## src/rtl/alu_mc.sv

```systemverilog
// alu_mc: multi-cycle ALU (start/done, registered result/flags, carry-in, iterative shift/rotate, shift-add MUL)
module alu_mc #(
  parameter int DATA_WIDTH = 8,
  parameter int SHAMT_W = $clog2(DATA_WIDTH)
) (
  input  logic                  clk,
  input  logic                  rst,
  input  logic                  start,
  input  logic [3:0]            func,
  input  logic [DATA_WIDTH-1:0] op_a,
  input  logic [DATA_WIDTH-1:0] op_b,
  input  logic                  carry_in,
  output logic                  busy,
  output logic                  done,
  output logic [DATA_WIDTH-1:0] result,
  output logic [DATA_WIDTH-1:0] result_hi,
  output logic                  zero_flag,
  output logic                  negative_flag,
  output logic                  carry_flag,
  output logic                  overflow_flag
);
  localparam int W = DATA_WIDTH;
  localparam logic [3:0] F_ADD = 4'd0, F_SUB = 4'd1, F_AND = 4'd2, F_ADC = 4'd3, F_OR = 4'd4,
                         F_XOR = 4'd5, F_CPB = 4'd6, F_NOTB = 4'd7, F_SBC = 4'd8, F_SHL = 4'd9,
                         F_SHR = 4'd10, F_SAR = 4'd11, F_ROL = 4'd12, F_ROR = 4'd13, F_MUL = 4'd14,
                         F_RSV = 4'd15;
  localparam logic [SHAMT_W:0] C_ONE = (SHAMT_W+1)'(1);
  localparam logic [SHAMT_W:0] C_W = (SHAMT_W+1)'(W);
  typedef enum logic [1:0] {IDLE, SHIFT, MUL} state_t;
  state_t             r_state;
  logic [3:0]         r_func;
  logic [W-1:0]       r_a, r_b, r_acc;
  logic [SHAMT_W:0]   r_cnt;
  logic               w_sub, w_cin, w_co, w_c, w_v, w_so, w_is_sh, w_accept;
  logic [W-1:0]       w_bx, w_sum, w_res, w_sh, w_lo;
  logic [W:0]         w_ms;
  logic [SHAMT_W-1:0] w_amt;
  assign w_sub = func == F_SUB || func == F_SBC;
  assign w_cin = func == F_ADD ? 1'b0 : func == F_SUB ? 1'b1 : carry_in;
  assign w_bx = w_sub ? ~op_b : op_b;
  assign {w_co, w_sum} = {1'b0, op_a} + {1'b0, w_bx} + {{W{1'b0}}, w_cin};
  assign w_amt = op_b[SHAMT_W-1:0];
  assign w_is_sh = func >= F_SHL && func <= F_ROR;
  assign w_accept = start && r_state == IDLE;
  always_comb begin
    w_res = '0;
    w_c = 1'b0;
    w_v = 1'b0;
    case (func)
      F_ADD, F_SUB, F_ADC, F_SBC: begin
        w_res = w_sum;
        w_c = w_co;
        w_v = (op_a[W-1] == w_bx[W-1]) && (w_sum[W-1] != op_a[W-1]);
      end
      F_AND: w_res = op_a & op_b;
      F_OR: w_res = op_a | op_b;
      F_XOR: w_res = op_a ^ op_b;
      F_CPB: w_res = op_b;
      F_NOTB: w_res = ~op_b;
      F_SHL, F_SHR, F_SAR, F_ROL, F_ROR: w_res = op_a;
      default: w_res = '0;
    endcase
  end
  assign w_so = (r_func == F_SHL || r_func == F_ROL) ? r_a[W-1] : r_a[0];
  assign w_sh = r_func == F_SHL ? {r_a[W-2:0], 1'b0} :
                r_func == F_ROL ? {r_a[W-2:0], r_a[W-1]} :
                {r_func == F_ROR ? r_a[0] : r_func == F_SAR ? r_a[W-1] : 1'b0, r_a[W-1:1]};
  assign w_ms = {1'b0, r_acc} + (r_b[0] ? {1'b0, r_a} : {(W+1){1'b0}});
  assign w_lo = {w_ms[0], r_b[W-1:1]};
  always_ff @(posedge clk) begin
    if (rst) begin
      r_state <= IDLE;
      r_func <= '0;
      r_a <= '0;
      r_b <= '0;
      r_acc <= '0;
      r_cnt <= '0;
      busy <= 1'b0;
      done <= 1'b0;
      result <= '0;
      result_hi <= '0;
      zero_flag <= 1'b0;
      negative_flag <= 1'b0;
      carry_flag <= 1'b0;
      overflow_flag <= 1'b0;
    end else begin
      done <= 1'b0;
      case (r_state)
        IDLE: if (start) begin
          r_func <= func;
          r_a <= op_a;
          r_b <= op_b;
          r_acc <= '0;
          if (func == F_MUL) begin
            r_cnt <= C_W;
            busy <= 1'b1;
            r_state <= MUL;
          end else if (w_is_sh && w_amt != '0) begin
            r_cnt <= {1'b0, w_amt};
            busy <= 1'b1;
            r_state <= SHIFT;
          end else begin
            result <= w_res;
            result_hi <= '0;
            zero_flag <= func != F_RSV && w_res == '0;
            negative_flag <= w_res[W-1];
            carry_flag <= w_c;
            overflow_flag <= w_v;
            done <= 1'b1;
          end
        end
        SHIFT: begin
          r_a <= w_sh;
          r_cnt <= r_cnt - 1'b1;
          if (r_cnt == C_ONE) begin
            result <= w_sh;
            result_hi <= '0;
            zero_flag <= w_sh == '0;
            negative_flag <= w_sh[W-1];
            carry_flag <= w_so;
            overflow_flag <= 1'b0;
            done <= 1'b1;
            busy <= 1'b0;
            r_state <= IDLE;
          end
        end
        MUL: begin
          r_acc <= w_ms[W:1];
          r_b <= w_lo;
          r_cnt <= r_cnt - 1'b1;
          if (r_cnt == C_ONE) begin
            result <= w_lo;
            result_hi <= w_ms[W:1];
            zero_flag <= w_ms[W:1] == '0 && w_lo == '0;
            negative_flag <= w_lo[W-1];
            carry_flag <= w_ms[W:1] != '0;
            overflow_flag <= 1'b0;
            done <= 1'b1;
            busy <= 1'b0;
            r_state <= IDLE;
          end
        end
        default: r_state <= IDLE;
      endcase
    end
  end
`ifndef SYNTHESIS
  logic r_live;
  always_ff @(posedge clk) r_live <= !rst && (w_accept || r_state != IDLE);
  always @(posedge clk) begin
    if (!rst) begin
      assert (!(done && busy));
      assert (!done || r_live);
    end
  end
`endif
endmodule

```

## config.mk

```make
export PLATFORM = sky130hd
export DESIGN_NAME = alu_mc
export DESIGN_NICKNAME = d
export VERILOG_FILES = /design/src/rtl/alu_mc.sv
export SDC_FILE = /design/constraint.sdc
export NUM_CORES = 1
export LEC_CHECK = 0
export ABC_AREA = 0
export BUFFER_PORTS_ARGS = -buffer_cell sky130_fd_sc_hd__buf_2
export CAP_MARGIN = 20
export CORE_MARGIN = 5
export CORE_UTILIZATION = 60
export DETAILED_ROUTE_END_ITERATION = 10
export PLACE_DENSITY = 0.88
export REMOVE_ABC_BUFFERS = 1
export SYNTH_ARGS = -nofsm -noshare
export SYNTH_HDL_FRONTEND = slang
export SYNTH_SLANG_ARGS = --single-unit
```

## constraint.sdc

```tcl
create_clock -name clk -period 6.83 [get_ports clk]
set_input_delay 1.366 -clock clk [delete_from_list [all_inputs] [get_ports clk]]
set_output_delay 1.366 -clock clk [all_outputs]
set_load 0.1 [all_outputs]
```

==> results by group, run 1 <==
Timing
  • Slew Limit Fails: 0
  • RSZ-0062 raised after global routing: no
  • Fmax: 0.217 GHz
  • Tightest Pin Transition: 1.05 ns
  • Fin crit period: 4.60 ns
  • Max-Slew Margin vs Limit: 29.8%
  • Final Hold Viols: 0
  • Setup-failing EPs final: 0
  • Post-route setup TNS: 0 ns
  • Skew final: 0.0178 ns
  • Final Cycle Share: 67.4%

Routing
  • Number of iterations in the first detailed-routing pass: 5
  • Vias: 4357
  • WL/cell: 16.6 um
  • Antenna-violating nets left: 0
  • Drt via density: 6.27
  • Iteration-0 DRC Markers: 442
  • Detailed Route WL: 11.6 mm
  • Drc violations: 0

Clock tree
  • Postcts setup bufs: 0
  • Clk root buf: clkbuf_8
  • CTS Buf Count: 5
  • Clk slew on worst S/H paths: 0.10 ns
  • Clock buffer depth: 2
  • TritonCTS clock tree: yes
  • Clock sink count: 55
  • Post-cts sizing count: 0
  • H-tree Lvls: 2
  • CTS Hold Bufs: 0
  • Clock latency at the later pin of the worst-skew pair: 0.32 ns

Synth
  • Post-synth EDFFs: 0
  • Syn Inst Count: 579
  • Yosys reg bits: 55
  • Post-synth top cells: 71 x nand2_1, 58 x nor2_1, 55 x dfxtp_1, 47 x a21oi_1, 37 x ha_1
  • Register area share after synthesis: 24.9%
  • Syn avg cell area: 7.63 um2
  • Share of the synthesized area in the top cell type: 24.9%
  • Top FF cell, synth: dfxtp_1
  • Largest cells by area after synthesis: dfxtp_1 25%, ha_1 10%, nand2_1 6.0%
  • Post-synthesis async set-or-reset flop share: 0%
  • Distinct cell type count of the synthesized netlist: 71
  • Yosys top cell by area: dfxtp_1
  • Mapped cell area: 0.00442 mm2
  • Yosys warns: 0
  • Most common cell in the synthesized netlist: nand2_1

Placement
  • Placed cell areas: 0.00462 mm2
  • Final HPWL DP: 8.62 mm
  • Placer Congestion: 0.945
  • PortBufs: 45

Worst setup path
  • Crit path buffers/inverters: 2
  • Setup CP Type: primary input to flip-flop
  • Crit path max-delay family: simple AND/OR/NAND/NOR gates
  • CP startpoint kind: primary input
  • CP peak stage delay: 0.52 ns
  • Critical path cell sequence: buf_2 > xnor2_1 > or3_1 > xnor2_1 > fa_1 > fa_1 > inv_1 > o221a_2 > o32ai_1 > a21o_1 > nor4_1 > nand4b_1 > o31ai_1
  • CP Max Fanout: 36
  • CP required: 7.06 ns
  • Crit path DAT: 4.83 ns
  • CP max stage cell: or3_1
  • Endpoint class of the critical path: flip-flop

Floorplan
  • Number of I/O pins: 46
  • Starting Density: 61.3%
  • FP Rows: 31
  • Die ar.: 0.00918 mm2
  • Die height: 95.8 um
  • Die X: 95.8 um
  • Core Area: 0.00721 mm2

Global route
  • Initial antenna violation count: 0
  • Largest net degree at the start of global routing: 58
  • Total Routing Usage GR: 25.4%
  • GRT overflow: 0
  • Vias in the first global route: 4052
  • First-pass GRT wire length: 18.9 mm

Final layout
  • Layout area overhead: 6.68%
  • Area occupied by multi-input gates: 0.00306 mm2
  • # fillers: 641
  • Seq. cell area: 0.00110 mm2
  • Cell area after layout: 0.00472 mm2
  • Share of layout cells above drive strength 1: 10.7%
  • Nets@finish: 659
  • Antenna cell count: 0

Status
  • Run status: completed

Run
  • Max Cap Viol: 0

Power
  • Leak Pwr: 2.03 nW
  • Power per cell area: 237 mW/mm2
  • Max rail drop VDD: 0.121 mV

Hold path
  • Hold WC Path Type: flip-flop to flip-flop
sequential cells by signal (all words and copies together) (netlist names):
signal	count
busy	1
r_a	8
result_hi	8
done	1
zero_flag	1
r_cnt	4
overflow_flag	1
r_acc	8
r_func	4
carry_flag	1
r_b	8
result	8
r_state	2
placed cells by master, fill, tap and decap left out, drive strengths merged, types with 13 or more instances in the layout:
| cell type | instances |
|---|---|
| nand2 | 71 |
| nor2 | 58 |
| dfxtp | 55 |
| a21oi | 48 |
| buf | 45 |
| ha | 37 |
| inv | 28 |
| o21ai | 20 |
| nand3 | 18 |
| a22oi | 15 |
| xnor2 | 13 |
path summary, 6_finish.rpt:
| check | from | end | slack [ns] | cells past startpoint |
|---|---|---|---|---|
| hold / removal | result_hi[2] | result_hi[2] | 0.45 | 2 |
| setup / recovery | func[0] | zero_flag | 2.23 | 13 |
| hold reg to reg | result_hi[2] | result_hi[2] | 0.45 | 2 |
| setup reg to reg | r_a[0] | zero_flag | 3.40 | 10 |
power by group:
part	leakage, nW	internal (mW)	total [mW]	switching [mW]
clock network	0.0474	0.0831	0.196	0.113
logic	1.54	0.153	0.528	0.375
registers	0.450	0.359	0.396	0.0365
final cells by class:
class	count	area share (%)
Clock buffer	6	1.75
Timing Repair Buffer	45	4.78
Inverter	29	2.31
Multi-Input combinational cell	459	64.8
Clock inverter	2	0.345
Tap cell	99	2.63
Sequential cell	55	23.3
layer usage:
layer  wire, um  share of wire (%)  vias up  global-route usage (%)
met5          0                  0        -                       0
met4        207                1.8        0                    7.35
met3        858                7.4       24                    5.16
met2       5730                 50      184                    43.4
met1       4770                 41     2016                    32.2
li1           -                  -     2133                       -
stage by stage:
step           utilization [%]  setup slack (ns)  hold slack [ns]  total power, mW  instances
3_5_place_dp              64.0              1.91            0.441            0.922        687
6_report                  65.4              2.23            0.453             1.12        695
3_3_place_gp              64.0              2.05            0.435            0.907        687
2_1_floorplan                -              2.71            0.439            0.792        543
4_1_cts                   65.4              2.24            0.456             1.12        695
5_1_grt                   65.4              1.97            0.469             1.18        695
cell families (layout without fill, tap and decap cells):
| family | count (synthesis) | after routing | share of synthesized area [%] |
|---|---|---|---|
| flip-flops | 55 | 55 | 24.9 |
| XOR/XNOR | 20 | 20 | 3.96 |
| AND/OR/NAND/NOR | 218 | 218 | 24.0 |
| multiplexers | 14 | 14 | 3.23 |
| adder cells (fa/ha/maj) | 40 | 40 | 11.8 |
| AO/OA/AOI/OAI | 167 | 167 | 26.2 |
| buffers and inverters | 65 | 82 | 5.92 |
tightest hold or removal path, stage by stage (launching register included):
cell	delay, ns
dfxtp_1	0.32
nand2_1	0.05
a21oi_1	0.05
No activity file was read; power rests on OpenSTA's default activity.
==> run 2: changes to the inputs <==
==> constraint.sdc (replaced) <==
create_clock -name clk -period 4.65 [get_ports clk]
set_input_delay 0.93 -clock clk [delete_from_list [all_inputs] [get_ports clk]]
set_output_delay 0.93 -clock clk [all_outputs]
set_load 0.1 [all_outputs]
==> results by group, run 2 (same netlist as run 1, synthesis figures left out) <==
Clock tree
  • Clk root buf: clkbuf_8
  • H-tree Lvls: 2 (unchanged)
  • Clock latency at the later pin of the worst-skew pair: 0.31 ns (about the same)
  • TritonCTS clock tree: yes
  • Post-cts sizing count: 0 (unchanged)
  • Clock sink count: 55 (unchanged)
  • Clk slew on worst S/H paths: 0.10 ns (about the same)
  • Clock buffer depth: 2 (unchanged)
  • CTS Hold Bufs: 0 (unchanged)
  • CTS Buf Count: 5 (unchanged)
  • Postcts setup bufs: 0 (unchanged)

Global route
  • First-pass GRT wire length: 19.0 mm (+0.29%)
  • Initial antenna violation count: 0 (unchanged)
  • Largest net degree at the start of global routing: 58 (unchanged)
  • Vias in the first global route: 3995 (-1.4%)
  • Total Routing Usage GR: 25.6% (+0.20 points)
  • GRT overflow: 0 (unchanged)

Power
  • Power per cell area: 357 mW/mm2 (+50%)
  • Leak Pwr: 2.06 nW (+1.4%)
  • Tot Pwr: 1.70 mW (+51%)
  • Max rail drop VDD: 0.185 mV (+53%)

Worst setup path
  • Endpoint class of the critical path: flip-flop
  • CP required: 4.88 ns (-2.18 ns)
  • CP most frequent cell: fa_1
  • Reg2reg path depth: 10 (unchanged)
  • Crit path DAT: 4.13 ns (-0.70 ns)
  • CP max stage cell: or3_1
  • Critical path cell sequence: buf_2 > or3_1 > xnor2_1 > fa_1 > fa_1 > inv_1 > o221a_2 > o32ai_1 > a21o_1 > nor4_1 > nand4b_1 > o31ai_1
  • Crit path buffers/inverters: 2 (unchanged)
  • Origin of the critical flop-to-flop path: r_a[0]
  • Crit path max-delay family: simple AND/OR/NAND/NOR gates
  • CP peak stage delay: 0.61 ns (+0.09 ns)
  • Setup CP Type: primary input to flip-flop
  • Flop-to-flop setup slack: 1.18 ns (-2.22 ns)
  • CP startpoint kind: primary input
  • CP Max Fanout: 24 (-33%)
  • Worst R2R End: carry_flag

Routing
  • Detailed Route WL: 11.6 mm (+0.40%)
  • Iteration-0 DRC Markers: 528 (+19%)
  • Antenna-violating nets left: 0 (unchanged)
  • Number of iterations in the first detailed-routing pass: 5 (unchanged)
  • Drc violations: 0 (unchanged)
  • Vias: 4423 (+1.5%)
  • Drt via density: 6.34 (+1.1%)
  • WL/cell: 16.6 um (about the same)

Timing
  • Max-Slew Margin vs Limit: 31.2% (+1.4 points)
  • Skew final: 0.00960 ns (-0.00815 ns)
  • Slew Limit Fails: 0 (unchanged)
  • Setup-failing EPs final: 0 (unchanged)
  • Final Cycle Share: 84.0%
  • Fin crit period: 3.91 ns
  • Final Hold Viols: 0 (unchanged)
  • Fmax: 0.256 GHz
  • RSZ-0062 raised after global routing: no
  • Post-route setup TNS: 0 ns (unchanged)
  • Tightest Pin Transition: 1.03 ns (-0.0217 ns)
  • Worst Slack Setup Final: 0.744 ns (-1.49 ns)

Floorplan
  • Number of I/O pins: 46 (unchanged)
  • Die height: 95.8 um (unchanged)
  • Starting Density: 61.3% (unchanged)
  • Die ar.: 0.00918 mm2 (unchanged)
  • Die X: 95.8 um (unchanged)
  • Core Area: 0.00721 mm2 (unchanged)
  • FP Rows: 31 (unchanged)

Final layout
  • Share of layout cells above drive strength 1: 11.2% (+0.45 points)
  • Commonest non-fill, non-tap cell in the layout: nand2_1
  • Antenna cell count: 0 (unchanged)
  • Nets@finish: 662 (+0.46%)
  • Most frequent cells in the layout: 71 x nand2_1, 58 x nor2_1, 55 x dfxtp_1, 47 x a21oi_1, 45 x buf_2
  • Layout area overhead: 7.61%
  • # fillers: 647 (+0.94%)

Placement
  • Placer Congestion: 0.931 (-1.4%)
  • PortBufs: 45 (unchanged)
  • Final HPWL DP: 8.61 mm (about the same)
  • Dpl ws: 0.453 ns (-1.46 ns)

Hold path
  • Hold WC Path Type: flip-flop to flip-flop
  • Hold Crit Depth: 2 (unchanged)
  • WHS Endpoint: result_hi[5]
  • Min-delay src: result_hi[5]

Run
  • Max Cap Viol: 0 (unchanged)

Status
  • Run status: completed
run 2: cell types whose count changed in the layout (fill, tap and decap cells not counted):
cell,change
clkinv_2,+1
clkinvlp_4,-1
buf_4,+3
bufinv_16,+1
clkinv_4,-1
run 2: worst max-delay path by stage:
stage	end	cells past startpoint	slack, ns	startpoint
6_report	zero_flag	12	0.74	func[1]
5_1_grt	zero_flag	12	0.53	func[1]
4_1_cts	zero_flag	12	0.78	func[1]
3_5_place_dp	zero_flag	12	0.45	func[1]
3_3_place_gp	zero_flag	12	0.55	func[1]
2_1_floorplan	zero_flag	12	0.97	func[3]
run 2: cell type report:
class | instances | area [um2] | share of cell area, %
multi-input combinational | 459 | 3060 | 64.3
sequential | 55 | 1100 | 23.1
timing repair buffer | 48 | 248 | 5.21
tap | 99 | 124 | 2.60
inverter | 29 | 109 | 2.29
clock buffer | 6 | 82.6 | 1.74
clock inverter | 2 | 35.0 | 0.736
run 2: per-layer routing:
layer | vias to the layer above | GRT usage (%) | wire [um]
met5 | - | 0 | 0
met4 | 0 | 7.58 | 206
met3 | 19 | 3.13 | 1010
met2 | 228 | 44.1 | 5670
met1 | 2055 | 33.4 | 4720
li1 | 2121 | - | -
run 2: power breakdown:
group / internal, mW / switching [mW] / total [mW]
Sequential: 0.528 / 0.0534 / 0.581
Clock: 0.175 / 0.160 / 0.334
Combinational: 0.227 / 0.554 / 0.781
run 2: metrics by stage:
| step | util [%] | cells | hold WS (ns) | cell area (um2) |
|---|---|---|---|---|
| 2_1_floorplan | - | 543 | 0.439 | 4270 |
| 3_3_place_gp | 64.3 | 690 | 0.435 | 4640 |
| 3_5_place_dp | 64.3 | 690 | 0.442 | 4640 |
| 4_1_cts | 65.9 | 698 | 0.456 | 4760 |
| 5_1_grt | 65.9 | 698 | 0.481 | 4760 |
| 6_report | 65.9 | 698 | 0.451 | 4760 |
run 2: worst min-delay path, delay by kind of cell, from the launching register on:
kind               cells  cell delay, ns
DFF                    1            0.32
and+or+nand+nor        1            0.05
AOI/OAI and AO/OA      1            0.05
==> run 3: changes to the inputs <==
==> constraint.sdc (replaced) <==
create_clock -name clk -period 3.6 [get_ports clk]
set_input_delay 0.72 -clock clk [delete_from_list [all_inputs] [get_ports clk]]
set_output_delay 0.72 -clock clk [all_outputs]
set_load 0.1 [all_outputs]
==> results by group, run 3 (same netlist as run 1, synthesis figures left out) <==
Status
  • Run status: completed

Global route
  • Met3 GRT Util: 4.07% (+0.94 points)
  • Largest net degree at the start of global routing: 57 (-1.7%)
  • Met1 usage: 31.6% (-1.8 points)
  • First-pass GRT wire length: 19.2 mm (+0.87%)
  • GRT overflow: 0 (unchanged)
  • Vias in the first global route: 4154 (+4.0%)
  • Most Crowded Layer GR: met2
  • M2 GR Usage: 45.7% (+1.7 points)
  • Total Routing Usage GR: 25.9% (+0.33 points)
  • Initial antenna violation count: 0 (unchanged)

Floorplan
  • Die X: 95.8 um (unchanged)
  • Starting Density: 61.3% (unchanged)
  • Die ar.: 0.00918 mm2 (unchanged)
  • Core Area: 0.00721 mm2 (unchanged)
  • Number of I/O pins: 46 (unchanged)
  • Die height: 95.8 um (unchanged)
  • FP Rows: 31 (unchanged)

Final layout
  • Final Util: 66.8% (+0.83 points)
  • Share of layout cells above drive strength 1: 12.3% (+1.2 points)
  • Antenna cell count: 0 (unchanged)
  • Commonest non-fill, non-tap cell in the layout: nand2_1
  • Nets@finish: 672 (+1.5%)
  • Most frequent cells in the layout: 71 x nand2_1, 58 x nor2_1, 55 x dfxtp_1, 47 x a21oi_1, 45 x buf_2
  • Non-Filler Instances: 707 (+1.3%)
  • Layout area overhead: 8.97%

Power
  • Max rail drop VDD: 0.256 mV (+38%)
  • Clock share of power: 18.3% (-1.4 points)
  • Sequential power share: 34.5% (+0.2 points)
  • Psw: 0.991 mW (+29%)
  • Internal power: 1.19 mW (+28%)
  • Sw Share: 45.4% (+0.15 points)
  • Power per cell area: 453 mW/mm2 (+27%)
  • Comb pwr share: 47.3% (+1.3 points)
  • Leak Pwr: 2.10 nW (+1.9%)

Clock tree
  • TritonCTS clock tree: yes
  • Clk root buf: clkbuf_8
  • Clock latency at the later pin of the worst-skew pair: 0.31 ns (about the same)
  • H-tree Lvls: 2 (unchanged)
  • Clk slew on worst S/H paths: 0.10 ns (about the same)
  • CTS Buf Count: 5 (unchanged)
  • CTS Hold Bufs: 0 (unchanged)
  • Postcts setup bufs: 0 (unchanged)
  • Clock buffer depth: 2 (unchanged)
  • Clock sink count: 55 (unchanged)
  • Post-cts sizing count: 0 (unchanged)

Placement
  • Placer Congestion: 0.914 (-1.8%)
  • Final HPWL DP: 8.92 mm (+3.5%)
  • Post-Place Cells: 700 (+1.4%)
  • PortBufs: 45 (unchanged)

Worst setup path
  • CP Max Fanout: 9 (-63%)
  • CP required: 3.83 ns (-1.05 ns)
  • Start point of the critical path: r_b[0]
  • Crit path DAT: 3.64 ns (-0.49 ns)
  • CP startpoint kind: flip-flop
  • Setup CP Type: flip-flop to flip-flop
  • Reg2reg path depth: 10 (unchanged)
  • Origin of the critical flop-to-flop path: r_b[0]
  • Endpoint class of the critical path: flip-flop

Hold path
  • Hold WC Path Type: flip-flop to flip-flop
  • Hold Crit Depth: 2 (unchanged)
  • Min-delay src: result_hi[2]

Routing
  • WL/cell: 16.9 um (+1.5%)
  • Drt via density: 6.40 (+0.98%)
  • Vias: 4524 (+2.3%)
  • Drc violations: 0 (unchanged)
  • Antenna-violating nets left: 0 (unchanged)
  • Detailed Route WL: 11.9 mm (+2.9%)
  • Iteration-0 DRC Markers: 420 (-20%)
  • Number of iterations in the first detailed-routing pass: 5 (unchanged)

Timing
  • Final Hold Viols: 0 (unchanged)
  • Max-Slew Margin vs Limit: 33.7% (+2.4 points)
  • Slew Limit Fails: 0 (unchanged)
  • RSZ-0062 raised after global routing: no
  • Setup-failing EPs final: 0 (unchanged)
  • Skew final: 0.00933 ns (-0.000275 ns)
  • Tightest Pin Transition: 0.995 ns (-0.0368 ns)
  • Final Cycle Share: 94.6%
  • Fin crit period: 3.41 ns
  • Fmax: 0.294 GHz

Run
  • Max Cap Viol: 0 (unchanged)
## run 3: layout make-up
cell class	count	area, um2
clock buffers	6	72.6
fillers	627	2400
repair buffers	58	323
clock inverters	1	30.0
inverters	29	109
flip-flops and latches	55	1100
multi-input cells	459	3060
well taps	99	124
## run 3: per-stage QoR
stage                     TNS (ns)  area (um2)  setup slack, ns  total power, mW  hold slack (ns)
after global routing             0        4820           0.0343             2.30            0.481
final                            0        4820            0.194             2.18            0.452
after global placement           0        4710           0.0363             1.75            0.435
after detailed placement   -0.0425        4710          -0.0425             1.78            0.444
after CTS                        0        4820            0.208             2.17            0.457
after floorplan                  0        4270            0.126             1.50            0.439
## run 3: worst max-delay path, cell delays in order, from the launching register on
cell	delay (ns)
dfxtp_1	0.39
and2_1	0.17
ha_1	0.21
fa_1	0.43
a21oi_2	0.20
a2bb2oi_2	0.18
a21oi_1	0.12
or4b_1	0.55
or4_1	0.60
a2111o_1	0.42
o31ai_1	0.07
## run 3: routing by layer
metal,vias up,share of wire [%],routed length [um]
li1,2151,-,-
met1,2077,39,4710
met2,264,50,5930
met3,32,8.3,994
met4,0,2.6,309
met5,-,0,0
## run 3: path summary, 6_finish.rpt
path | endpoint | slack [ns]
worst max-delay path | zero_flag | 0.19
worst max register to register | zero_flag | 0.19
worst min register to register | result_hi[2] | 0.45
worst min-delay path | result_hi[2] | 0.45
## run 3: power groups by stage
stage          registers (mW)  logic [mW]  clock network, mW
6_report                0.753        1.03              0.399
5_1_grt                 0.761        1.11              0.426
4_1_cts                 0.750        1.02              0.401
3_5_place_dp            0.764        1.01                  0
3_3_place_gp            0.758       0.987                  0
2_1_floorplan           0.968       0.534                  0
